===== config.mk =====
export PLATFORM = sky130hd
export DESIGN_NAME = cohort_mem_responder_flat
export DESIGN_NICKNAME = d
export VERILOG_FILES = /design/src/rtl/cohort_mem_pkg.sv /design/src/rtl/cohort_mem_responder_if.sv /design/src/rtl/cohort_sync_fifo.sv /design/src/rtl/cohort_mem_responder.sv /design/src/flat_wrapper.sv
export SDC_FILE = /design/constraint.sdc
export NUM_CORES = 1
export LEC_CHECK = 0
export CAP_MARGIN = 25
export CORE_ASPECT_RATIO = 1.1
export CORE_MARGIN = 10
export CORE_UTILIZATION = 30
export CTS_CLUSTER_SIZE = 16
export DETAILED_ROUTE_END_ITERATION = 7
export GPL_ROUTABILITY_DRIVEN = 1
export PLACE_DENSITY = 0.58
export RECOVER_POWER = 100
export SLEW_MARGIN = 30
export SYNTH_ARGS = -nofsm -noshare
export SYNTH_HDL_FRONTEND = slang
export SYNTH_SLANG_ARGS = --single-unit

===== constraint.sdc =====
create_clock -name clk -period 10.3 [get_ports clk]
set_clock_uncertainty 0.2 [all_clocks]
set_input_delay 2.06 -clock clk [delete_from_list [all_inputs] [get_ports clk]]
set_output_delay 2.06 -clock clk [all_outputs]
set_load 0.01 [all_outputs]

===== src/rtl/cohort_mem_pkg.sv =====
// Shared types and helpers for the cohort load-request responder.
// Widths here are the defaults for the responder; mem_resp_t is sized from them.
package cohort_mem_pkg;

  localparam int CM_ADDR_W     = 64;
  localparam int CM_DATA_W     = 64;
  localparam int CM_TAG_W      = 4;
  localparam int CM_MEM_WORDS  = 1024;
  localparam int CM_RD_LAT     = 2;
  localparam int CM_RESP_DEPTH = 4;

  typedef struct packed {
    logic [CM_DATA_W-1:0] data;
    logic [CM_TAG_W-1:0]  tag;
    logic                 err;
  } mem_resp_t;

  // True when the word index of a byte address falls inside the backing SRAM.
  function automatic logic addr_in_range(input logic [CM_ADDR_W-1:0] addr,
                                         input int unsigned          off_w,
                                         input int unsigned          words);
    return (addr >> off_w) < CM_ADDR_W'(words);
  endfunction

endpackage


===== src/rtl/cohort_mem_responder_if.sv =====
// Request/response/SRAM signal bundle between mem_controller, the responder and its scratch SRAM.
interface cohort_mem_responder_if #(
  parameter int ADDR_W    = 64,
  parameter int DATA_W    = 64,
  parameter int TAG_W     = 4,
  parameter int MEM_WORDS = 1024
);
  localparam int MEM_AW = $clog2(MEM_WORDS);

  // Handshakes: a beat transfers on a cycle where valid & ready are both 1; the sender holds
  // valid and its payload stable until that cycle, and ready may not depend on that cycle's valid.
  logic              req_valid;
  logic              req_ready;
  logic [ADDR_W-1:0] req_addr;
  logic [TAG_W-1:0]  req_tag;

  logic              resp_valid;
  logic              resp_ready;
  logic [DATA_W-1:0] resp_data;
  logic [TAG_W-1:0]  resp_tag;
  logic              resp_err;

  logic              mem_rd_en;
  logic [MEM_AW-1:0] mem_rd_addr;
  logic [DATA_W-1:0] mem_rd_data;

  modport slave (
    input  req_valid, req_addr, req_tag, resp_ready, mem_rd_data,
    output req_ready, resp_valid, resp_data, resp_tag, resp_err, mem_rd_en, mem_rd_addr
  );

  modport master (
    output req_valid, req_addr, req_tag, resp_ready, mem_rd_data,
    input  req_ready, resp_valid, resp_data, resp_tag, resp_err, mem_rd_en, mem_rd_addr
  );

endinterface


===== src/rtl/cohort_sync_fifo.sv =====
// Synchronous FIFO with register-array storage; head entry is read straight from a flop.
// DEPTH must be a power of two so the pointers wrap naturally.
module cohort_sync_fifo #(
  parameter int WIDTH = 8,
  parameter int DEPTH = 4
) (
  input  logic                         clk,
  input  logic                         rst,
  input  logic                         push,
  input  logic [WIDTH-1:0]             din,
  input  logic                         pop,
  output logic [WIDTH-1:0]             dout,
  output logic                         full,
  output logic                         empty,
  output logic [$clog2(DEPTH+1)-1:0]   count
);
  localparam int PTR_W = $clog2(DEPTH);
  localparam int CNT_W = $clog2(DEPTH+1);

  logic [WIDTH-1:0] mem_q [DEPTH];
  logic [WIDTH-1:0] mem_d [DEPTH];
  logic [PTR_W-1:0] wr_ptr_q, wr_ptr_d, rd_ptr_q, rd_ptr_d;
  logic [CNT_W-1:0] count_q, count_d;
  logic             do_push, do_pop;

  assign full    = (count_q == CNT_W'(DEPTH));
  assign empty   = (count_q == '0);
  assign count   = count_q;
  assign dout    = mem_q[rd_ptr_q];
  assign do_push = push & ~full;
  assign do_pop  = pop & ~empty;

  always_comb begin
    mem_d    = mem_q;
    wr_ptr_d = wr_ptr_q;
    rd_ptr_d = rd_ptr_q;
    count_d  = count_q;
    if (do_push) begin
      mem_d[wr_ptr_q] = din;
      wr_ptr_d        = wr_ptr_q + PTR_W'(1);
    end
    if (do_pop) begin
      rd_ptr_d = rd_ptr_q + PTR_W'(1);
    end
    if (do_push && !do_pop) begin
      count_d = count_q + CNT_W'(1);
    end else if (!do_push && do_pop) begin
      count_d = count_q - CNT_W'(1);
    end
  end

  always_ff @(posedge clk or posedge rst) begin
    if (rst) begin
      for (int i = 0; i < DEPTH; i++) begin
        mem_q[i] <= '0;
      end
      wr_ptr_q <= '0;
      rd_ptr_q <= '0;
      count_q  <= '0;
    end else begin
      mem_q    <= mem_d;
      wr_ptr_q <= wr_ptr_d;
      rd_ptr_q <= rd_ptr_d;
      count_q  <= count_d;
    end
  end

endmodule


===== src/rtl/cohort_mem_responder.sv =====
// Responder for in-order cohort load requests: fixed-latency SRAM read, errored requests bypass
// the SRAM but ride the same pipe so responses stay in request order.
module cohort_mem_responder
  import cohort_mem_pkg::*;
#(
  parameter int ADDR_W     = CM_ADDR_W,
  parameter int DATA_W     = CM_DATA_W,
  parameter int TAG_W      = CM_TAG_W,
  parameter int MEM_WORDS  = CM_MEM_WORDS,
  parameter int RD_LAT     = CM_RD_LAT,
  parameter int RESP_DEPTH = CM_RESP_DEPTH
) (
  input  logic                 clk,
  input  logic                 rst,
  cohort_mem_responder_if.slave bus
);
  localparam int OFF_W  = $clog2(DATA_W/8);
  localparam int MEM_AW = $clog2(MEM_WORDS);
  localparam int CRED_W = $clog2(RESP_DEPTH+1);
  localparam int RESP_W = $bits(mem_resp_t);

  logic                         fire, pop, req_err, push;
  logic [CRED_W-1:0]            credits_q, credits_d;
  logic [RD_LAT-1:0]            pipe_vld_q, pipe_vld_d;
  logic [RD_LAT-1:0]            pipe_err_q, pipe_err_d;
  logic [RD_LAT-1:0][TAG_W-1:0] pipe_tag_q, pipe_tag_d;
  mem_resp_t                    push_entry, head_entry;
  logic                         fifo_full, fifo_empty;
  logic [CRED_W-1:0]            fifo_count;
  logic                         unused_fifo_status;

  // Credits count free response slots, so a push at the pipe tail can never find the FIFO full.
  assign bus.req_ready = (credits_q != '0) & ~rst;
  assign fire          = bus.req_valid & bus.req_ready;
  assign pop           = bus.resp_valid & bus.resp_ready;
  assign req_err       = (bus.req_addr[OFF_W-1:0] != '0) |
                         ~addr_in_range(CM_ADDR_W'(bus.req_addr), OFF_W, MEM_WORDS);

  assign bus.mem_rd_en   = fire & ~req_err;
  assign bus.mem_rd_addr = bus.req_addr[OFF_W +: MEM_AW];

  always_comb begin
    credits_d = credits_q;
    if (fire && !pop) begin
      credits_d = credits_q - CRED_W'(1);
    end else if (!fire && pop) begin
      credits_d = credits_q + CRED_W'(1);
    end
  end

  always_comb begin
    pipe_vld_d    = pipe_vld_q;
    pipe_err_d    = pipe_err_q;
    pipe_tag_d    = pipe_tag_q;
    pipe_vld_d[0] = fire;
    pipe_err_d[0] = req_err;
    pipe_tag_d[0] = bus.req_tag;
    for (int i = 1; i < RD_LAT; i++) begin
      pipe_vld_d[i] = pipe_vld_q[i-1];
      pipe_err_d[i] = pipe_err_q[i-1];
      pipe_tag_d[i] = pipe_tag_q[i-1];
    end
  end

  always_ff @(posedge clk or posedge rst) begin
    if (rst) begin
      credits_q  <= CRED_W'(RESP_DEPTH);
      pipe_vld_q <= '0;
      pipe_err_q <= '0;
      pipe_tag_q <= '0;
    end else begin
      credits_q  <= credits_d;
      pipe_vld_q <= pipe_vld_d;
      pipe_err_q <= pipe_err_d;
      pipe_tag_q <= pipe_tag_d;
    end
  end

  // The last pipe stage lines up with the SRAM data returning for the same request.
  always_comb begin
    push            = pipe_vld_q[RD_LAT-1];
    push_entry      = '0;
    push_entry.err  = pipe_err_q[RD_LAT-1];
    push_entry.tag  = pipe_tag_q[RD_LAT-1];
    push_entry.data = pipe_err_q[RD_LAT-1] ? '0 : bus.mem_rd_data;
  end

  cohort_sync_fifo #(
    .WIDTH (RESP_W),
    .DEPTH (RESP_DEPTH)
  ) u_resp_fifo (
    .clk   (clk),
    .rst   (rst),
    .push  (push),
    .din   (push_entry),
    .pop   (pop),
    .dout  (head_entry),
    .full  (fifo_full),
    .empty (fifo_empty),
    .count (fifo_count)
  );

  assign unused_fifo_status = &{1'b0, fifo_full, fifo_count};

  assign bus.resp_valid = ~fifo_empty;
  assign bus.resp_data  = fifo_empty ? '0 : head_entry.data;
  assign bus.resp_tag   = fifo_empty ? '0 : head_entry.tag;
  assign bus.resp_err   = fifo_empty ? 1'b0 : head_entry.err;

endmodule

===== src/flat_wrapper.sv =====
// flat-port wrapper written by rule: the top's interface ports become plain ports
module cohort_mem_responder_flat import cohort_mem_pkg::*;
#(
  parameter int ADDR_W     = CM_ADDR_W,
  parameter int DATA_W     = CM_DATA_W,
  parameter int TAG_W      = CM_TAG_W,
  parameter int MEM_WORDS  = CM_MEM_WORDS,
  parameter int RD_LAT     = CM_RD_LAT,
  parameter int RESP_DEPTH = CM_RESP_DEPTH
)
  (clk, rst, bus_req_valid, bus_req_addr, bus_req_tag, bus_resp_ready, bus_mem_rd_data, bus_req_ready, bus_resp_valid, bus_resp_data, bus_resp_tag, bus_resp_err, bus_mem_rd_en, bus_mem_rd_addr);
  cohort_mem_responder_if #(.ADDR_W(ADDR_W), .DATA_W(DATA_W), .TAG_W(TAG_W), .MEM_WORDS(MEM_WORDS)) bus_i ();
  input  logic clk;
  input  logic rst;
  input wire logic [$bits(bus_i.req_valid)-1:0] bus_req_valid;
  input wire logic [$bits(bus_i.req_addr)-1:0] bus_req_addr;
  input wire logic [$bits(bus_i.req_tag)-1:0] bus_req_tag;
  input wire logic [$bits(bus_i.resp_ready)-1:0] bus_resp_ready;
  input wire logic [$bits(bus_i.mem_rd_data)-1:0] bus_mem_rd_data;
  output wire logic [$bits(bus_i.req_ready)-1:0] bus_req_ready;
  output wire logic [$bits(bus_i.resp_valid)-1:0] bus_resp_valid;
  output wire logic [$bits(bus_i.resp_data)-1:0] bus_resp_data;
  output wire logic [$bits(bus_i.resp_tag)-1:0] bus_resp_tag;
  output wire logic [$bits(bus_i.resp_err)-1:0] bus_resp_err;
  output wire logic [$bits(bus_i.mem_rd_en)-1:0] bus_mem_rd_en;
  output wire logic [$bits(bus_i.mem_rd_addr)-1:0] bus_mem_rd_addr;
  assign bus_i.req_valid = bus_req_valid;
  assign bus_i.req_addr = bus_req_addr;
  assign bus_i.req_tag = bus_req_tag;
  assign bus_i.resp_ready = bus_resp_ready;
  assign bus_i.mem_rd_data = bus_mem_rd_data;
  assign bus_req_ready = bus_i.req_ready;
  assign bus_resp_valid = bus_i.resp_valid;
  assign bus_resp_data = bus_i.resp_data;
  assign bus_resp_tag = bus_i.resp_tag;
  assign bus_resp_err = bus_i.resp_err;
  assign bus_mem_rd_en = bus_i.mem_rd_en;
  assign bus_mem_rd_addr = bus_i.mem_rd_addr;
  cohort_mem_responder #(.ADDR_W(ADDR_W), .DATA_W(DATA_W), .TAG_W(TAG_W), .MEM_WORDS(MEM_WORDS), .RD_LAT(RD_LAT), .RESP_DEPTH(RESP_DEPTH)) u_core (.clk(clk), .rst(rst), .bus(bus_i));
endmodule

* Word level (Yosys, flattened, before mapping)
Index checks and enable logic that the tools add are counted.
** Word-level totals
- Register bits after elaboration :: 298
- Input port bits :: 136
- Output and inout bits :: 82
- Word-level logic and storage cells :: 65
** Operators by class
- $add $sub $neg :: 6
- Order comparisons :: 4
- Equality and inequality tests :: 1
- Muxes and demuxes :: 14
- Bitwise operators :: 14
- Reductions and logical operators :: 14
** Operators by type and width (count)
- $bwmux W276 :: 1
- $mux W69 :: 3
- $bmux W69 S2 :: 1
- $demux W69 S2 :: 1
- $mux W64 :: 2
- $lt A61 B11 Y1 const B :: 1
- $mux W3 :: 4
- $add A3 B1 Y3 const B :: 2
- $and A1 B1 Y1 :: 6
- $ge A3 B3 Y1 const B :: 2
- $not A2 Y3 :: 2
- $reduce_bool A3 Y1 :: 2
- $sub A3 B1 Y3 const B :: 2
- $logic_and A1 B1 Y1 :: 5
- $not A1 Y1 :: 5
- $add A2 B1 Y2 const B :: 2
- $logic_not A1 Y1 :: 4
- $mux W4 :: 1
- $reduce_bool A2 Y1 :: 2
- $eq A3 B3 Y1 const B :: 1
- $logic_not A3 Y1 :: 1
- $lt A3 B1 Y1 const B :: 1
- $mux W1 :: 1
- $or A1 B1 Y1 :: 1

* Depth between registers and ports, before layout
- Word-level depth :: 7
- Gate-level depth with buffers :: 9
- Mapped depth without buffers :: 9

* Hierarchy
Synthesis repeated with hierarchy kept, for this count alone.
** Unflattened totals
- Cell total of the unflattened synthesis :: 915
- Area, all modules :: 13858.3 um2
** By module, submodules not included
- cohort_sync_fifo :: instances 1, cells each 704, area each 12274.3 um2, seq. area each 7081.8 um2
- cohort_mem_responder :: instances 1, cells each 211, area each 1584.0 um2, seq. area each 376.6 um2

* Worst setup path before layout
No wires, ideal clock.
- Kind :: input-to-output
- Start point :: input port bus_req_addr[43]
- End point :: output port bus_mem_rd_en
- Arrival time :: 2.901 ns
- Data required time :: 8.040 ns
- Slack :: 5.139 ns
- Stages :: 3
- Buffers on the path :: 0
- Cell sequence :: nor4_1 -> nand4_1 -> nor4_1
** Between the ends
- Cells in the longest elaborated chain, start to end :: 5
** Ends and longest elaborated chain
- from (decl) :: RTL line flat_wrapper.sv:16 : input wire logic [$bits(bus_i.req_addr)-1:0] bus_req_addr;
- $lt A61 B11 Y1 :: RTL line cohort_mem_pkg.sv:22 : return (addr >> off_w) < CM_ADDR_W'(words);
- $not A1 Y1 :: RTL line cohort_mem_responder.sv:37 : ~addr_in_range(CM_ADDR_W'(bus.req_addr), OFF_W, MEM_WORDS);
- $or A1 B1 Y1 :: RTL line cohort_mem_responder.sv:36 : assign req_err = (bus.req_addr[OFF_W-1:0] != '0) |
- $not A1 Y1 :: RTL line cohort_mem_responder.sv:39 : assign bus.mem_rd_en = fire & ~req_err;
- $and A1 B1 Y1 :: RTL line cohort_mem_responder.sv:39
- to (decl) :: RTL line flat_wrapper.sv:25 : output wire logic [$bits(bus_i.mem_rd_en)-1:0] bus_mem_rd_en;
Every way passes these cells.

* Final worst setup path
- Start point :: register u_core.u_resp_fifo.rd_ptr_q[0]
- End point :: output port bus_resp_data[21]
** Between the ends
- Cells in the longest elaborated chain, start to end :: 5
** Ends and longest elaborated chain
- from (decl) :: RTL line cohort_sync_fifo.sv:22 : logic [PTR_W-1:0] wr_ptr_q, wr_ptr_d, rd_ptr_q, rd_ptr_d;
- from (signal assigned) :: RTL line cohort_sync_fifo.sv:63 : rd_ptr_q <= rd_ptr_d;
- $not A2 Y3 (not written as such) :: RTL line cohort_sync_fifo.sv:29 : assign dout = mem_q[rd_ptr_q];
- $bmux W69 S2 :: RTL line cohort_sync_fifo.sv:29
- $mux W69 (not written as such) (2 in a row) :: RTL line cohort_sync_fifo.sv:29
- $mux W64 :: RTL line cohort_mem_responder.sv:106 : assign bus.resp_data = fifo_empty ? '0 : head_entry.data;
- to (decl) :: RTL line flat_wrapper.sv:22 : output wire logic [$bits(bus_i.resp_data)-1:0] bus_resp_data;
Every way passes these cells. The select of a mux whose other input is x is not followed.

==> results.py <==
metrics = {
    "power": {
        "peakVddDrop_uv": 123,
        "leakage_nw": 7.06,
        "powerDensity_mw_per_mm2": 273,
    },
    "place": {
        "io_buffers": 197,
        "place_congestion": 0.777,
        "place_ws_ps": 4030,
        "dp_hpwl_um": 20700,
        "dpl_cell_area_mm2": 0.0156,
        "dp_cells": 1884,
    },
    "synth": {
        "yosys_warnings": 0,
        "async_reset_ff_share_pct": 100,
        "syn_nets": 1336,
        "avgSynthCellArea_um2": 11.3,
        "ys_types": 32,
        "syn_inst": 1192,
        "synth_edf_count": 0,
        "ys.flop_type": "dfrtp_1",
        "syn_area_mm2": 0.0135,
        "synth_seq_area_share_pct": 55.2,
        "synth-seq-cells": 298,
    },
    "drt": {
        "ant_nets": 0,
        "wl_per_cell_um": 17.5,
        "wirelength_um": 34000,
        "vias_per_cell": 4.68,
        "drc": 0,
        "drtPass1Iterations": 5,
        "drtIter0Drc": 463,
        "vias": 9117,
    },
    "cells_and_area": {
        "syn_to_final_growth_pct": 23.1,
        "drive_gt1_share_pct": 10.1,
        "fin_nets": 1485,
        "final_common_cell": "dfrtp_1",
        "final_cell_mix": "295 x dfrtp_1, 259 x nand2_1, 255 x o21ai_0, 122 x clkdlybuf4s50_1, 75 x dlygate4sd3_1",
        "fin_util_pct": 37.4,
        "fill_cells": 4405,
        "design_area_mm2": 0.0166,
        "final_cells": 1947,
    },
    "sta": {
        "fin_crit_sh_pct": 74.9,
        "drv_slew": 718,
        "tightestPinTransition_ps": 3640,
        "fin_tns_setup_ps": 0,
        "rsz0062_at_grt": "no",
        "maxSlewHeadroom_pct": -142,
        "period_needed_ps": 7710,
        "fmax_mhz": 130,
        "fin_ws_ps": 2590,
        "setup_viol": 0,
        "hold_viol": 0,
    },
    "critical_path": {
        "rrSetupSlack_ps": 4250,
        "crit_type": "reg2out",
        "critPathArrivalTime_ps": 5450,
        "slowest_delay_ps": 2380,
        "slowest_stage": "clkbuf_1",
        "cp-end-kind": "output port",
        "critPathLaunchType": "register",
        "required_ps": 8040,
        "worstPathCellList": "clkbuf_1, mux4_2, and2_1, dlygate4sd3_1",
        "crit_fanout": 37,
    },
    "run_status": {
        "status": "finished with violations",
        "violations": "capacitance limit, slew limit",
    },
    "clocking": {
        "hold_buffers": 0,
        "clockBufferDepth": 3,
        "clock_sinks": 298,
        "postCtsSetupBuffers": 0,
        "clkLatencyLatePin_ps": 530,
        "h-tree-depth": 2,
        "cts_tree": "built",
        "cts_resized": 0,
        "cts.clk_slew.worst_paths_ps": 50,
        "cts_root_buffer": "clkbuf_16",
        "numCtsBuffers": 35,
    },
    "die": {
        "die-height_um": 243,
        "core_area_mm2": 0.0445,
        "initial_utilization_pct": 30.4,
        "fp-row-count": 81,
        "dieArea_mm2": 0.0539,
        "die_width_um": 222,
        "io_pins": 218,
    },
    "min_path": {
        "hp-class": "reg2reg",
    },
    "global_routing": {
        "grt.overflow.total": 0,
        "grt_pass1_wl_um": 55200,
        "antenna_found_initial": 2,
        "grt_max_degree": 161,
        "first_global_vias": 9773,
        "gr-usage-all-layers_pct": 12.7,
    },
    "run": {
        "cap_violations": 13,
    },
}
cell type report:
type                            count  area (µm²)  area share, %
Multi-Input combinational cell    790        5280           31.7
Antenna cell                        2        5.00         0.0301
Timing Repair Buffer              209        2050           12.3
Tap cell                          581         727           4.37
Sequential cell                   298        7470           44.9
Inverter                            7        30.0          0.181
Clock buffer                       56        1040           6.23
Clock inverter                      4        35.0          0.211
stage by stage:
step	hold slack, ps	total power, W
6_report	148	0.00454
5_1_grt	154	0.00487
4_1_cts	149	0.00470
3_5_place_dp	138	0.00351
3_3_place_gp	135	0.00347
2_1_floorplan	131	0.00287
routing by layer:
layer	share of wire (%)	GRT usage, %	up-vias
li1	-	-	4357
met1	44	15.6	4527
met2	50	21.6	187
met3	4.4	2.80	46
met4	2.2	3.96	0
met5	0	0	-
critical path, delay by kind of cell (launching register included):
kind                   cells  cell delay (ps)
muxes                      1              740
DFF                        1              960
and+or+nand+nor            1              200
buffers and inverters      2             2990
cells by family (layout without fill, tap and decap cells):
kind of cell	count (synthesis)	count (layout)	synth area share [%]
fa+ha+maj	8	8	0.852
simple gates	425	425	15.2
compound gates	257	257	9.52
other cells	0	2	0
flops	298	298	55.2
buf+inv	104	276	5.37
xor+xnor	9	9	0.583
mux	91	91	13.3
registers in the layout (all words and copies together), names as in the netlist:
signal,count
u_core.u_resp_fifo.mem_q,276
u_core.pipe_tag_q,4
u_core.pipe_tag_d,4
u_core.pipe_vld_q,2
u_core.pipe_err_q,2
u_core.u_resp_fifo.count,3
u_core.u_resp_fifo.rd_ptr_q,2
u_core.credits_q,3
u_core.u_resp_fifo.wr_ptr_q,2
Yosys cell counts (3+ instances only):
| cell type | number | area, µm² |
|---|---|---|
| nand2_1 | 259 | 972 |
| buf_6 | 29 | 327 |
| mux4_2 | 69 | 1550 |
| nor2_1 | 4 | 15.0 |
| ha_1 | 6 | 75.1 |
| dfrtp_1 | 297 | 7430 |
| clkbuf_1 | 32 | 120 |
| o21ai_1 | 44 | 220 |
| xnor2_1 | 5 | 43.8 |
| nor4_1 | 14 | 87.6 |
| buf_2 | 3 | 15.0 |
| inv_1 | 7 | 26.3 |
| and2_1 | 70 | 438 |
| nand3_4 | 4 | 70.1 |
| clkbuf_2 | 10 | 50.1 |
| nand4_1 | 4 | 25.0 |
| mux2_1 | 6 | 67.6 |
| nand2b_1 | 64 | 400 |
| mux2_2 | 15 | 169 |
| o21ai_0 | 213 | 1070 |
| buf_4 | 21 | 158 |
| xor2_1 | 4 | 35.0 |
power breakdown:
part / internal (W) / switching, W
logic: 0.000832 / 0.000686
registers: 0.00158 / 0.000282
clock network: 0.000688 / 0.000471
total: 0.00310 / 0.00144
worst paths after layout:
kind,from,to,depth (start not counted)
max in group asynchronous,rst,u_core.u_resp_fifo.rd_ptr_q[0]$_DFFE_PP0P_,4
min in group asynchronous,rst,u_core.u_resp_fifo.mem_q[107]$_DFFE_PP0P_,3
setup / recovery,u_core.u_resp_fifo.rd_ptr_q[0]$_DFFE_PP0P_,bus_resp_data[21],4
hold reg to reg,u_core.pipe_err_q[0]$_DFF_PP0_,u_core.pipe_err_q[1]$_DFF_PP0_,0
setup reg to reg,u_core.u_resp_fifo.count[0]$_DFFE_PP0P_,u_core.u_resp_fifo.mem_q[65]$_DFFE_PP0P_,4
hold / removal,u_core.pipe_err_q[0]$_DFF_PP0_,u_core.pipe_err_q[1]$_DFF_PP0_,0
Note: power is estimated with default switching activity, not from simulation.
